--- config.mk ---
export PLATFORM = sky130hd
export DESIGN_NAME = tdt_dmi_req_capture
export DESIGN_NICKNAME = d
export VERILOG_FILES = /design/src/rtl/tdt_dmi_req_capture.sv
export SDC_FILE = /design/constraint.sdc
export NUM_CORES = 1
export LEC_CHECK = 0
export ABC_AREA = 1
export CORE_MARGIN = 3
export CORE_UTILIZATION = 49
export DETAILED_ROUTE_END_ITERATION = 6
export GPL_TIMING_DRIVEN = 0
export PLACE_DENSITY_LB_ADDON = 0.1
export SETUP_SLACK_MARGIN = 0.4
export SLEW_MARGIN = 30
export SYNTH_ARGS = -nofsm -noshare
export SYNTH_HDL_FRONTEND = slang
export SYNTH_SLANG_ARGS = --single-unit
--- constraint.sdc ---
create_clock -name dst_clk -period 4.4 [get_ports dst_clk]
set_clock_uncertainty 0.2 [all_clocks]
set_input_delay 0.66 -clock dst_clk [delete_from_list [all_inputs] [get_ports dst_clk]]
set_output_delay 0.66 -clock dst_clk [all_outputs]
set_load 0.02 [all_outputs]
--- src/rtl/tdt_dmi_req_capture.sv ---
// Destination-domain DMI request stage: captures synchronized requests into a FIFO,
// issues them one at a time to the debug module and reports each completion.
module tdt_dmi_req_capture #(
    parameter int ADDR_WIDTH = 7,
    parameter int DATA_WIDTH = 32,
    parameter int DEPTH      = 2
) (
    input  logic                      dst_clk,
    input  logic                      dst_rst,
    input  logic                      req_pulse,
    input  logic [ADDR_WIDTH-1:0]     req_addr,
    input  logic [DATA_WIDTH-1:0]     req_wdata,
    input  logic [1:0]                req_op,
    output logic                      dm_req_vld,
    input  logic                      dm_req_rdy,
    output logic [ADDR_WIDTH-1:0]     dm_req_addr,
    output logic [DATA_WIDTH-1:0]     dm_req_wdata,
    output logic [1:0]                dm_req_op,
    input  logic                      dm_resp_vld,
    input  logic [DATA_WIDTH-1:0]     dm_resp_rdata,
    input  logic                      dm_resp_err,
    output logic                      resp_pulse,
    output logic [DATA_WIDTH-1:0]     resp_rdata,
    output logic [1:0]                resp_status,
    output logic                      busy_err,
    input  logic                      busy_clr,
    output logic [$clog2(DEPTH):0]    fifo_cnt
);
    localparam int PTR_W = $clog2(DEPTH);
    localparam int CNT_W = PTR_W + 1;

    typedef enum logic [1:0] {
        S_IDLE,
        S_WAIT_RESP,
        S_RESP
    } state_t;

    state_t                  r_state;
    state_t                  w_state_nxt;

    logic [ADDR_WIDTH-1:0]   r_mem_addr  [DEPTH];
    logic [DATA_WIDTH-1:0]   r_mem_wdata [DEPTH];
    logic [1:0]              r_mem_op    [DEPTH];
    logic [PTR_W-1:0]        r_wptr;
    logic [PTR_W-1:0]        r_rptr;
    logic [CNT_W-1:0]        r_cnt;
    logic                    r_busy_err;
    logic [DATA_WIDTH-1:0]   r_resp_rdata;
    logic [1:0]              r_resp_status;

    logic                    w_push;
    logic                    w_pop;
    logic                    w_empty;
    logic [1:0]              w_head_op;
    logic                    w_head_is_dm;
    logic                    w_req_vld;
    logic                    w_resp_load;
    logic [DATA_WIDTH-1:0]   w_resp_rdata_nxt;
    logic [1:0]              w_resp_status_nxt;

    // Fullness uses the registered count, so a pop in the same cycle never frees a slot.
    assign w_push       = req_pulse && (r_cnt != CNT_W'(DEPTH));
    assign w_empty      = (r_cnt == '0);
    assign w_head_op    = r_mem_op[r_rptr];
    assign w_head_is_dm = (w_head_op == 2'b01) || (w_head_op == 2'b10);

    always_ff @(posedge dst_clk) begin
        if (w_push) begin
            r_mem_addr[r_wptr]  <= req_addr;
            r_mem_wdata[r_wptr] <= req_wdata;
            r_mem_op[r_wptr]    <= req_op;
        end
    end

    always_ff @(posedge dst_clk) begin
        if (dst_rst) begin
            r_wptr <= '0;
            r_rptr <= '0;
            r_cnt  <= '0;
        end else begin
            if (w_push) r_wptr <= r_wptr + PTR_W'(1);
            if (w_pop)  r_rptr <= r_rptr + PTR_W'(1);
            case ({w_push, w_pop})
                2'b10:   r_cnt <= r_cnt + CNT_W'(1);
                2'b01:   r_cnt <= r_cnt - CNT_W'(1);
                default: r_cnt <= r_cnt;
            endcase
        end
    end

    always_ff @(posedge dst_clk) begin
        if (dst_rst) begin
            r_busy_err <= 1'b0;
        end else if (req_pulse && !w_push) begin
            r_busy_err <= 1'b1;
        end else if (busy_clr) begin
            r_busy_err <= 1'b0;
        end
    end

    always_ff @(posedge dst_clk) begin
        if (dst_rst) begin
            r_state       <= S_IDLE;
            r_resp_rdata  <= '0;
            r_resp_status <= 2'b00;
        end else begin
            r_state <= w_state_nxt;
            if (w_resp_load) begin
                r_resp_rdata  <= w_resp_rdata_nxt;
                r_resp_status <= w_resp_status_nxt;
            end
        end
    end

    always_comb begin
        w_state_nxt       = r_state;
        w_pop             = 1'b0;
        w_req_vld         = 1'b0;
        w_resp_load       = 1'b0;
        w_resp_rdata_nxt  = '0;
        w_resp_status_nxt = 2'b00;
        case (r_state)
            S_IDLE: begin
                if (!w_empty) begin
                    if (w_head_is_dm) begin
                        w_req_vld = 1'b1;
                        if (dm_req_rdy) begin
                            w_pop       = 1'b1;
                            w_state_nxt = S_WAIT_RESP;
                        end
                    end else begin
                        // nop and reserved ops complete locally without touching the DM
                        w_pop             = 1'b1;
                        w_resp_load       = 1'b1;
                        w_resp_status_nxt = (w_head_op == 2'b11) ? 2'b10 : 2'b00;
                        w_state_nxt       = S_RESP;
                    end
                end
            end
            S_WAIT_RESP: begin
                if (dm_resp_vld) begin
                    w_resp_load       = 1'b1;
                    w_resp_rdata_nxt  = dm_resp_rdata;
                    w_resp_status_nxt = {dm_resp_err, 1'b0};
                    w_state_nxt       = S_RESP;
                end
            end
            S_RESP: begin
                w_state_nxt = S_IDLE;
            end
            default: begin
                w_state_nxt = S_IDLE;
            end
        endcase
    end

    assign dm_req_vld   = w_req_vld;
    assign dm_req_addr  = r_mem_addr[r_rptr];
    assign dm_req_wdata = r_mem_wdata[r_rptr];
    assign dm_req_op    = w_head_op;
    assign resp_pulse   = (r_state == S_RESP);
    assign resp_rdata   = r_resp_rdata;
    assign resp_status  = r_resp_status;
    assign busy_err     = r_busy_err;
    assign fifo_cnt     = r_cnt;

endmodule

==> results of run 1 <==
[worst max-delay path, delay by kind of cell, from the launching register on]
| kind | cells | cell delay (ns) |
|---|---|---|
| buffers and inverters | 4 | 0.88 |
| multiplexers | 1 | 0.38 |
| adder cells (fa/ha/maj) | 1 | 0.33 |
| flip-flops | 1 | 0.31 |
| AND/OR/NAND/NOR | 1 | 0.24 |
[cell usage after synthesis, types with 3 or more instances]
master,count,area share
sky130_fd_sc_hd__a21oi_1,34,0.037
sky130_fd_sc_hd__nor2_1,12,0.0097
sky130_fd_sc_hd__a21oi_2,3,0.0057
sky130_fd_sc_hd__dfxtp_1,41,0.18
sky130_fd_sc_hd__inv_1,12,0.0097
sky130_fd_sc_hd__nand3_1,37,0.040
sky130_fd_sc_hd__edfxtp_1,82,0.53
sky130_fd_sc_hd__nand2_1,43,0.035
sky130_fd_sc_hd__clkbuf_1,5,0.0040
sky130_fd_sc_hd__buf_6,6,0.015
sky130_fd_sc_hd__mux2_2,41,0.099
sky130_fd_sc_hd__buf_2,6,0.0065
[repair_timing]
item                                    4_1_cts  5_1_grt
gates cloned                                  0        0
endpoints found under the setup margin        1        1
gates resized for setup                       1        1
[routing by layer]
layer | vias to the layer above | GRT usage
met4 | 0 | 0.0777
met2 | 112 | 0.355
met5 | - | 0
met3 | 13 | 0.0993
met1 | 1526 | 0.221
li1 | 1580 | -
[flip-flops by register name, summed over array words and instances, names as in the netlist, named ones only]
name,count
resp_status,1
r_wptr,1
r_state,2
r_mem_wdata,64
r_mem_addr,14
resp_rdata,32
r_rptr,1
busy_err,1
fifo_cnt,2
r_mem_op,4
[cell type report]
class	count	area share
timing repair buffer	159	0.230
sequential	123	0.463
inverter	15	0.00811
clock inverter	13	0.0314
multi-input combinational	185	0.167
clock buffer	19	0.0594
tap	126	0.0222
buffer	19	0.0197
[report_power, final]
part | internal, W | total, W | switching (W) | leakage (nW)
combinational | 0.000567 | 0.00118 | 0.000614 | 1.12
sequential | 0.00140 | 0.00146 | 0.0000628 | 1.10
clock | 0.00103 | 0.00150 | 0.000470 | 0.309
total | 0.00300 | 0.00414 | 0.00115 | 2.53
[stage by stage]
stage / power (W) / instance area (um^2) / setup WS [ns] / util
floorplan: 0.00216 / 4650 / 1.23 / -
global placement: 0.00263 / 6380 / -0.225 / 0.710
detailed placement: 0.00267 / 6450 / 0.967 / 0.718
CTS: 0.00419 / 7090 / 0.440 / 0.790
global route: 0.00434 / 7100 / 0.712 / 0.790
finish: 0.00414 / 7100 / 0.895 / 0.790
[worst max path at each step]
stage	to	startpoint	cells past startpoint
finish	dm_req_vld	register	7
global route	dm_req_vld	register	7
CTS	dm_req_vld	register	7
detailed placement	dm_req_vld	register	7
global placement	r_mem_wdata[1][23]	req_pulse	3
floorplan	r_mem_addr[0][0]	req_pulse	2
[cells by family (layout without fill, tap and decap cells)]
group | count (synthesis) | count (layout) | share of synthesized area
compound gates | 41 | 41 | 0.0469
fa+ha+maj | 2 | 2 | 0.00538
buf+inv | 34 | 225 | 0.0420
flops | 123 | 123 | 0.707
mux | 41 | 41 | 0.0994
other cells | 1 | 1 | 0.000807
simple gates | 100 | 100 | 0.0991
==> summary.md, run 1 <==
The fraction of final layout cells with drive strength greater than 1 is 0.184. The smallest clock period supported by the final layout is computed as 3.50 ns. The tools report the length of routed wiring on met1 as 3870 um.

The number of antenna diodes in the final layout is 0. After clock tree synthesis, the clock-pin slew on the worst setup and hold paths is 0.06 ns. The total clock buffers created by CTS came out at 17.

Synthesis produced a netlist whose cell count is 342. TritonCTS built the clock tree. The part of the Yosys area used for sequential elements came out at 0.707.

Based on the critical path, the design can be clocked at up to 0.285 GHz. The final layout contains 602 nets. The mapped cell area came out at 0.00465 mm^2. Data on the critical path is required at its endpoint by 3.54 ns.

The final period utilization came out at 0.796. The worst-case vdd ir drop was 0.373 mV. At the pin with the least slew margin, the transition time is 0.667 ns. Before antenna repair, the detailed router went through 4 iterations.

The total track usage came out at 0.207. In this run the static leakage power is 2.53 nW. The run gives 1110 um as the routed wire length on met3.

The core region is 0.00898 mm^2. Across all layers, the routed design uses 3231 vias. The number of setup buffers added after CTS is 0. The flop and latch count out of synthesis came out at 123.

Number of clock sinks seen by CTS: 123. In this run the most critical hold path is launched from busy_err. The topmost layer with routed signal wires is met4.

The synthesized design contains 82 enable-type register cells. The run gives 0.274 ns as the final worst hold slack. The most used flip-flop cell after synthesis is sky130_fd_sc_hd__edfxtp_1.

The number of H-tree levels was 4; the count of boundary I/O pins was 160. The average routed wire per standard cell was 16.2 um. Setup repair after global routing left no endpoint under its margin. Leaving out filler cells and counting taps, the final layout contains 659. The overflow left after global routing came out at 0. Clock latency on the worst-skew pair, taken at its later pin, is 0.50 ns. Detailed placement finished with a half-perimeter wire length of 7600 um.

The via count of the first global-routing pass was 3377. For the row count, the log shows 34. Including well taps, the total number of placed cells is 627. The tools report the detailed router's first-iteration violation count as 62. The pin count of the biggest net entering global routing is 23. The endpoint of the worst hold-timing path was busy_err.

Type of element launching the critical path: a register. The netlist uses 28 different library cells. For the wire length on met2, the log shows 5520 um. The first global-routing pass estimated 16600 um of wire. The count of buffers from port buffering was 157. In this run the critical register-to-register path is captured at fifo_cnt[1].

The layout has 563 filler cells. For the final routed database, the setup TNS stands at 0 ns. From synthesis to final layout, the design area changed by 52.7%. For the count of final hold-check violations, the log shows 0. The top cell types in the final layout, fill and taps aside, are sky130_fd_sc_hd__clkdlybuf4s50_1, sky130_fd_sc_hd__edfxtp_1, sky130_fd_sc_hd__nand2_1. The count of nets left with antenna violations once routing finished came out at 0. Buffers inserted to repair hold after CTS numbered 0. The critical path in this run is classified as reg2out. The placer's final routability congestion estimate is 0.775, and the power density relative to cell area is 584 mW/mm^2. Cell depth of the worst flop-to-flop path: 11.

On the critical path, the stage with the largest delay is an instance of sky130_fd_sc_hd__mux2_2. The warning count from the yosys run is 0, and the register cell area after layout is 0.00328 mm^2. The worst register-to-register path has a setup slack of 1.65 ns. The die covers 0.0107 mm^2. Height of the chip: 103 um.

In this run the worst path has a maximum fanout of 10. The initial antenna violation count came out at 0. For the number of buffers on the longest clock path, the log shows 2. The die is 103 um wide.

Data arrives at the worst endpoint at 2.64 ns. The root buffer cell chosen for the clock tree is sky130_fd_sc_hd__clkbuf_8. The count of unresolved DRC violations after routing is 0.

The flow ran to the end, and the final reports show no timing, DRC or antenna violations. The post-synthesis async set-or-reset flop share works out to 0. The mean cell area of the mapped netlist is 13.6 um^2. For the total of endpoints with negative setup slack in the final report, the log shows 0. The max-cap check violation count was 0. The most common cell after layout, fill and taps aside is sky130_fd_sc_hd__clkdlybuf4s50_1.

The path class of the lowest-slack min-delay path was reg2reg. The number of nets handed over by synthesis was 424. The tools report the category of the worst setup path capture point as an output pin.

The number of instances on the worst hold path is 2, and the starting density of the core is 0.518. Traced cell by cell, the critical path runs through clkbuf_1 > buf_4 > mux2_2 > ha_1 > inv_1 > nor4_1 > dlymetal6s2s_1. Using the TritonRoute via totals, the vias-per-cell ratio works out to 4.90. Relative slew slack: 0.554.

The number of max-slew violations in the final report was 0; the largest stage delay on the critical path was 0.38 ns. Summing all multi-input logic gate instances after layout gives 0.00118 mm^2. The aggregate routed wire length was 10700 um.
(Power assumes the default switching activity.)
==> run 2, diff against run 1 <==
Settings changed: CORE_UTILIZATION 49 to 41.
Clock period 4.4 ns to 3.15 ns, I/O delays scaled along.
==> summary.md, run 2 (synthesis results as in run 1) <==
In this run the power density over the cells is 784 mW/mm^2. The repair_antennas step left the layout with diodes totalling 0. Detailed router's first-iteration violation count: 103.

The logs give 2.48 ns for the data required time at the worst endpoint and 0 for the overflow left after global routing. The minimum clock period was 2.69 ns; the number of max-slew violations in the final report was 0. The number of instances on the worst hold path came out at 2. The die boundary width works out to 112 um. Fraction of final layout cells with drive strength greater than 1: 0.203. After layout, the worst setup slack is 0.461 ns. The antenna violation net count after detailed routing came out at 0. The number of clock sinks seen by CTS is 123, and the pin count of the biggest net entering global routing is 21. For the via count of the first global-routing pass, the log shows 3339. r_mem_wdata holds more flip-flops than any other register. The vias per cell works out to 4.75. The run gives 0.425 as the starting density of the core.

The worst setup path is captured at an output pin. In this run, post-CTS hold repair placed 0 buffers. The pre-antenna-repair detailed-routing pass consisted of 4 iterations. The clock reaches the later pin of the worst-skew pair after 0.40 ns. The worst setup path is launched from a register.

Across the run, the number of max-cap violations was 0. The average routed wire per standard cell was 15.7 um. The floorplan step defined a die boundary enclosing 0.0126 mm^2.

Including well taps, the total number of placed cells is 643. TritonCTS built the clock tree. Pin placement for this block handled 160 I/O pins. The library cells used most frequently in the layout, excluding fill and tap cells, are sky130_fd_sc_hd__clkdlybuf4s50_1, sky130_fd_sc_hd__edfxtp_1, sky130_fd_sc_hd__nand2_1.

Data on the critical path arrives at its endpoint at 2.02 ns. For this design the static power due to leakage is 2.55 nW. Of all nets on the critical path, the largest fanout is 10.

Leaving out fill and tap cells, the most frequent cell in the layout is sky130_fd_sc_hd__clkdlybuf4s50_1. Setup repair after global routing could not meet its margin everywhere. The transition at the pin with the smallest max-transition slack works out to 0.614 ns. The count of unresolved DRC violations after routing came out at 0. The path class of the tightest hold or removal check is in2reg. The category of the critical setup timing path is reg2out. The tools report the reg2reg setup slack as 0.73 ns. After the flow finishes, the layout carries non-filler instances totaling 677. The initial antenna violation count is 0, and the placer's final routability congestion estimate is 0.724. Static timing analysis puts the maximum clock frequency at 0.372 GHz. The cell depth of the worst flop-to-flop path is 11, and the worst-case vdd ir drop is 0.330 mV. In this run the tool buffered the top-level ports with 157 buffer cells. The final period utilization is 0.854, and the global-route wire length before repair is 17000 um. The clock passes through at most 2 buffers. The number of clock buffers added by TritonCTS is 17.

The area of the core region is 0.0109 mm^2, and the number of H-tree levels is 4. For the total track usage, the log shows 0.173. The flow ran to the end, and the final reports show no timing, DRC or antenna violations.

The root buffer cell chosen for the clock tree is sky130_fd_sc_hd__clkbuf_16. The die is 112 um tall. Area growth from synthesis to final layout: 54.3%. The total of endpoints with negative setup slack in the final report is 0, and the final worst hold slack is 0.244 ns. The tools report the worst hold path startpoint as dst_rst. The relative slew slack was 0.588; the net total in the final layout was 606. The aggregate routed wire length was 10600 um; the total number of vias was 3216.

The count of final hold-check violations was 0. Clock-pin slew was measured on the worst setup and hold paths at 0.06 ns. For hold timing, the worst endpoint is r_state[1]. The worst register-to-register path ends at fifo_cnt[1].

Timing analysis after detailed placement gives a worst setup slack of -0.0496 ns. The total power after layout was 0.00562 W. Detailed placement ended at an HPWL of 7610 um. The initialized floorplan defines 38 standard-cell rows. The register with the most flip-flops in the layout has 64 of them.
==> run 2: worst max-delay path, cell delays in order (launching register included) <==
cell                              delay, ns
sky130_fd_sc_hd__dfxtp_1               0.31
sky130_fd_sc_hd__clkbuf_8              0.14
sky130_fd_sc_hd__buf_2                 0.25
sky130_fd_sc_hd__mux2_2                0.36
sky130_fd_sc_hd__clkdlybuf4s50_1       0.55
==> run 2: worst max path at each step <==
stage,cells past startpoint,to,slack (ns)
detailed placement,7,dm_req_vld,-0.05
floorplan,2,r_mem_addr[0][0],0.04
global placement,3,r_mem_wdata[1][26],-1.49
finish,4,dm_req_wdata[18],0.46
global route,7,dm_req_vld,0.38
CTS,4,dm_req_wdata[6],0.40
==> run 2: final cells by class <==
class	count	area (um^2)
plain buffers	19	163
clock buffers	17	425
clock inverters	15	150
fillers	889	3770
inverters	15	57.6
multi-input cells	185	1210
flip-flops and latches	123	3280
well taps	140	175
repair buffers	163	1700
==> run 2: stage by stage <==
stage               TNS (ns)   util  area, um^2
global placement     -121.67  0.585        6400
global route               0  0.655        7170
detailed placement   -0.0496  0.597        6530
CTS                        0  0.654        7150
floorplan                  0      -        4650
finish                     0  0.655        7170
==> run 2: power breakdown <==
group | internal, W | leakage [nW] | switching (W)
Clock | 0.00116 | 0.263 | 0.000700
Sequential | 0.00196 | 1.10 | 0.0000875
Combinational | 0.000849 | 1.19 | 0.000871
==> run 2: metal layers <==
layer | wire length (um) | up-vias | track usage
met2 | 5230 | 115 | 0.284
met4 | 140 | 0 | 0.0625
met1 | 4140 | 1500 | 0.193
met3 | 1120 | 11 | 0.0911
li1 | - | 1590 | -
met5 | 0 | - | 0
==> run 2: what timing repair did <==
item	4_1_cts	5_1_grt
endpoints found under the setup margin	43	31
setup buffers	2	0
cloned	0	0
resized for setup	15	6
pin swaps	0	1
==> run 3, diff against run 2 <==
Settings changed: ABC_CLOCK_PERIOD_IN_PS from default to 2710, CORE_UTILIZATION 41 to 45.
Clock period 3.15 ns to 2.71 ns, I/O delays scaled along.
==> summary.md, run 3 (synthesis results as in run 1) <==
The run gives 0.772 as the post-route core utilization. The average routed wire per standard cell was 15.8 um. The fraction of final layout cells with drive strength greater than 1 is 0.322, and the number of inserted diodes is 0. The starting density of the core is 0.469. The final period utilization is 0.957. STA puts the critical path data arrival time at 1.99 ns.

The largest single stage delay on the critical path is 0.32 ns. For the count of unresolved DRC violations after routing, the log shows 0. The tools report the category of the worst setup path capture point as an output pin. The slowest stage of the critical path belongs to the cell sky130_fd_sc_hd__dfxtp_2.

By startpoint and endpoint, the worst setup path is classified as reg2out. In the layout the commonest cells are sky130_fd_sc_hd__clkdlybuf4s50_1, sky130_fd_sc_hd__edfxtp_1, sky130_fd_sc_hd__buf_6. Data required time at the worst endpoint: 2.10 ns.

The via count of the first global-routing pass is 3401, and the count of final hold-check violations is 0. In this run the power spent charging and discharging nets is 0.00201 W. Once placement finished, the instance area stood at 0.00655 mm^2. In this run the horizontal extent of the chip is 108 um. Compared with the post-synthesis result, the final layout area differs by 64.7%. Clock-pin slew was measured on the worst setup and hold paths at 0.06 ns. At the placement stage, the worst setup path has a slack of -0.0205 ns. The die is 108 um tall. The run finished with clean final reports.

Most common cell after layout, fill and taps aside: sky130_fd_sc_hd__clkdlybuf4s50_1. The most flop-heavy register is r_mem_wdata. Least setup slack across all paths after layout: 0.118 ns.

The tools report the clock root buffer as sky130_fd_sc_hd__clkbuf_8. Counting along the longest clock path gives a buffer depth of 2. The first routing iteration left 150 violations.

Transition at the pin with the smallest max-transition slack: 0.761 ns. Dividing total power by cell area gives a power density of 926 mW/mm^2. For the net total in the final layout, the log shows 637.

The logs give 0.386 GHz for the achievable clock frequency and 0.00508 W for the cell internal power dissipation. The number of max-slew violations in the final report is 0, and the share of power burned in registers is 0.337. The tool flagged a number of max-cap violations equal to 0. For the finished layout, the period the worst path requires is 2.59 ns.

For the reported leakage power, the log shows 2.88 nW. The run gives 0.359 as the combinational share of power. At the end of routability-driven placement, the weighted congestion stood at 0.832. The first global-routing pass estimated 16300 um of wire. Buffers inserted to repair hold after CTS numbered 0. The run gives 4 as the number of H-tree levels. The tools report the area of the core region as 0.00991 mm^2.

The routed design has 11100 um of wire. Type of element launching the critical path: a register. The flip-flop count of the largest register after layout works out to 64.

Summed over all nets, the half-perimeter wirelength after detailed placement is 7400 um. Power comes to 0.00709 W. Traced cell by cell, the critical path runs through buf_8 > buf_8 > mux2_4 > ha_4 > inv_4 > nor4_4 > buf_4.

The critical-path maximum fanout was 4; the count of boundary I/O pins was 160. Path class of the lowest-slack min-delay path: in2reg. The logs give 20 for the pin count of the biggest net entering global routing and 0.50 ns for the latest clock arrival within the worst-skew pair. The vias per cell was 4.88.

For the worst-case vdd ir drop, the log shows 0.633 mV. Setup repair after global routing could not meet its margin everywhere. The initial antenna violation count was 0; the overflow left after global routing was 0.

The relative slew slack was 0.489. Area of the die: 0.0116 mm^2. For the fraction of power consumed by the clock network, the log shows 0.304.

The number of clock buffers added by TritonCTS is 17. Summing over every cut layer, the via total after detailed routing is 3419. Count of buffers from port buffering: 157.

TritonCTS built the clock tree. The count of nets left with antenna violations once routing finished came out at 0. The number of clock sinks seen by CTS was 123; the row count was 36.

With fillers left out, the area of the finished cells amounts to 0.00765 mm^2. Setup violations remaining at the end of the flow were counted as 0. The total iterations of the first detailed-routing run is 4, and the total track usage is 0.185. Switching part of the total: 0.284. The most numerous cell type found on the critical path is sky130_fd_sc_hd__buf_8.
run 3: power groups by stage:
stage               clock [W]  combinational [W]  sequential [W]
floorplan                   0            0.00109         0.00246
global placement            0            0.00190         0.00241
detailed placement          0            0.00200         0.00242
CTS                   0.00220            0.00216         0.00238
global route          0.00229            0.00272         0.00241
finish                0.00216            0.00254         0.00239
run 3: repair_timing:
action,4_1_cts,5_1_grt
cloned,0,2
endpoints found under the setup margin,45,46
gates resized for setup,206,89
pin swaps,3,4
buffers inserted,19,12
run 3: area by class of cell:
| class | instances | area, um^2 |
|---|---|---|
| clock inverter | 4 | 50.0 |
| inverter | 15 | 60.1 |
| timing repair buffer | 194 | 2080 |
| fill | 622 | 2260 |
| sequential | 123 | 3290 |
| buffer | 19 | 189 |
| clock buffer | 28 | 539 |
| tap | 133 | 166 |
| multi-input combinational | 185 | 1280 |
run 3: worst paths after layout:
| path | from | to | slack [ns] | depth (start not counted) |
|---|---|---|---|---|
| worst max-delay path | register | dm_req_vld | 0.12 | 7 |
| worst min-delay path | dst_rst | resp_rdata[17] | 0.10 | 2 |
| worst max register to register | register | fifo_cnt[1] | 0.24 | 14 |
| worst min register to register | resp_rdata[10] | resp_rdata[10] | 0.27 | 2 |
run 3: worst max-delay path: cells and delay by family (launching register included):
| kind | cells | cell delay, ns |
|---|---|---|
| fa+ha+maj | 1 | 0.29 |
| flops | 1 | 0.32 |
| simple gates | 1 | 0.12 |
| mux | 1 | 0.31 |
| buf+inv | 4 | 0.46 |
run 3: per-layer routing:
metal | global-route usage | up-vias | part of all wire
li1 | - | 1661 | -
met1 | 0.204 | 1642 | 0.38
met2 | 0.332 | 98 | 0.53
met3 | 0.0594 | 18 | 0.062
met4 | 0.0667 | 0 | 0.019
met5 | 0 | - | 0
run 3: stage by stage:
step                hold WS [ns]  std cells  setup TNS (ns)
global placement           0.257        632          -54.47
CTS                       0.0892        687               0
floorplan                  0.288        342               0
finish                     0.103        701               0
global route               0.128        701               0
detailed placement         0.261        636         -0.0205
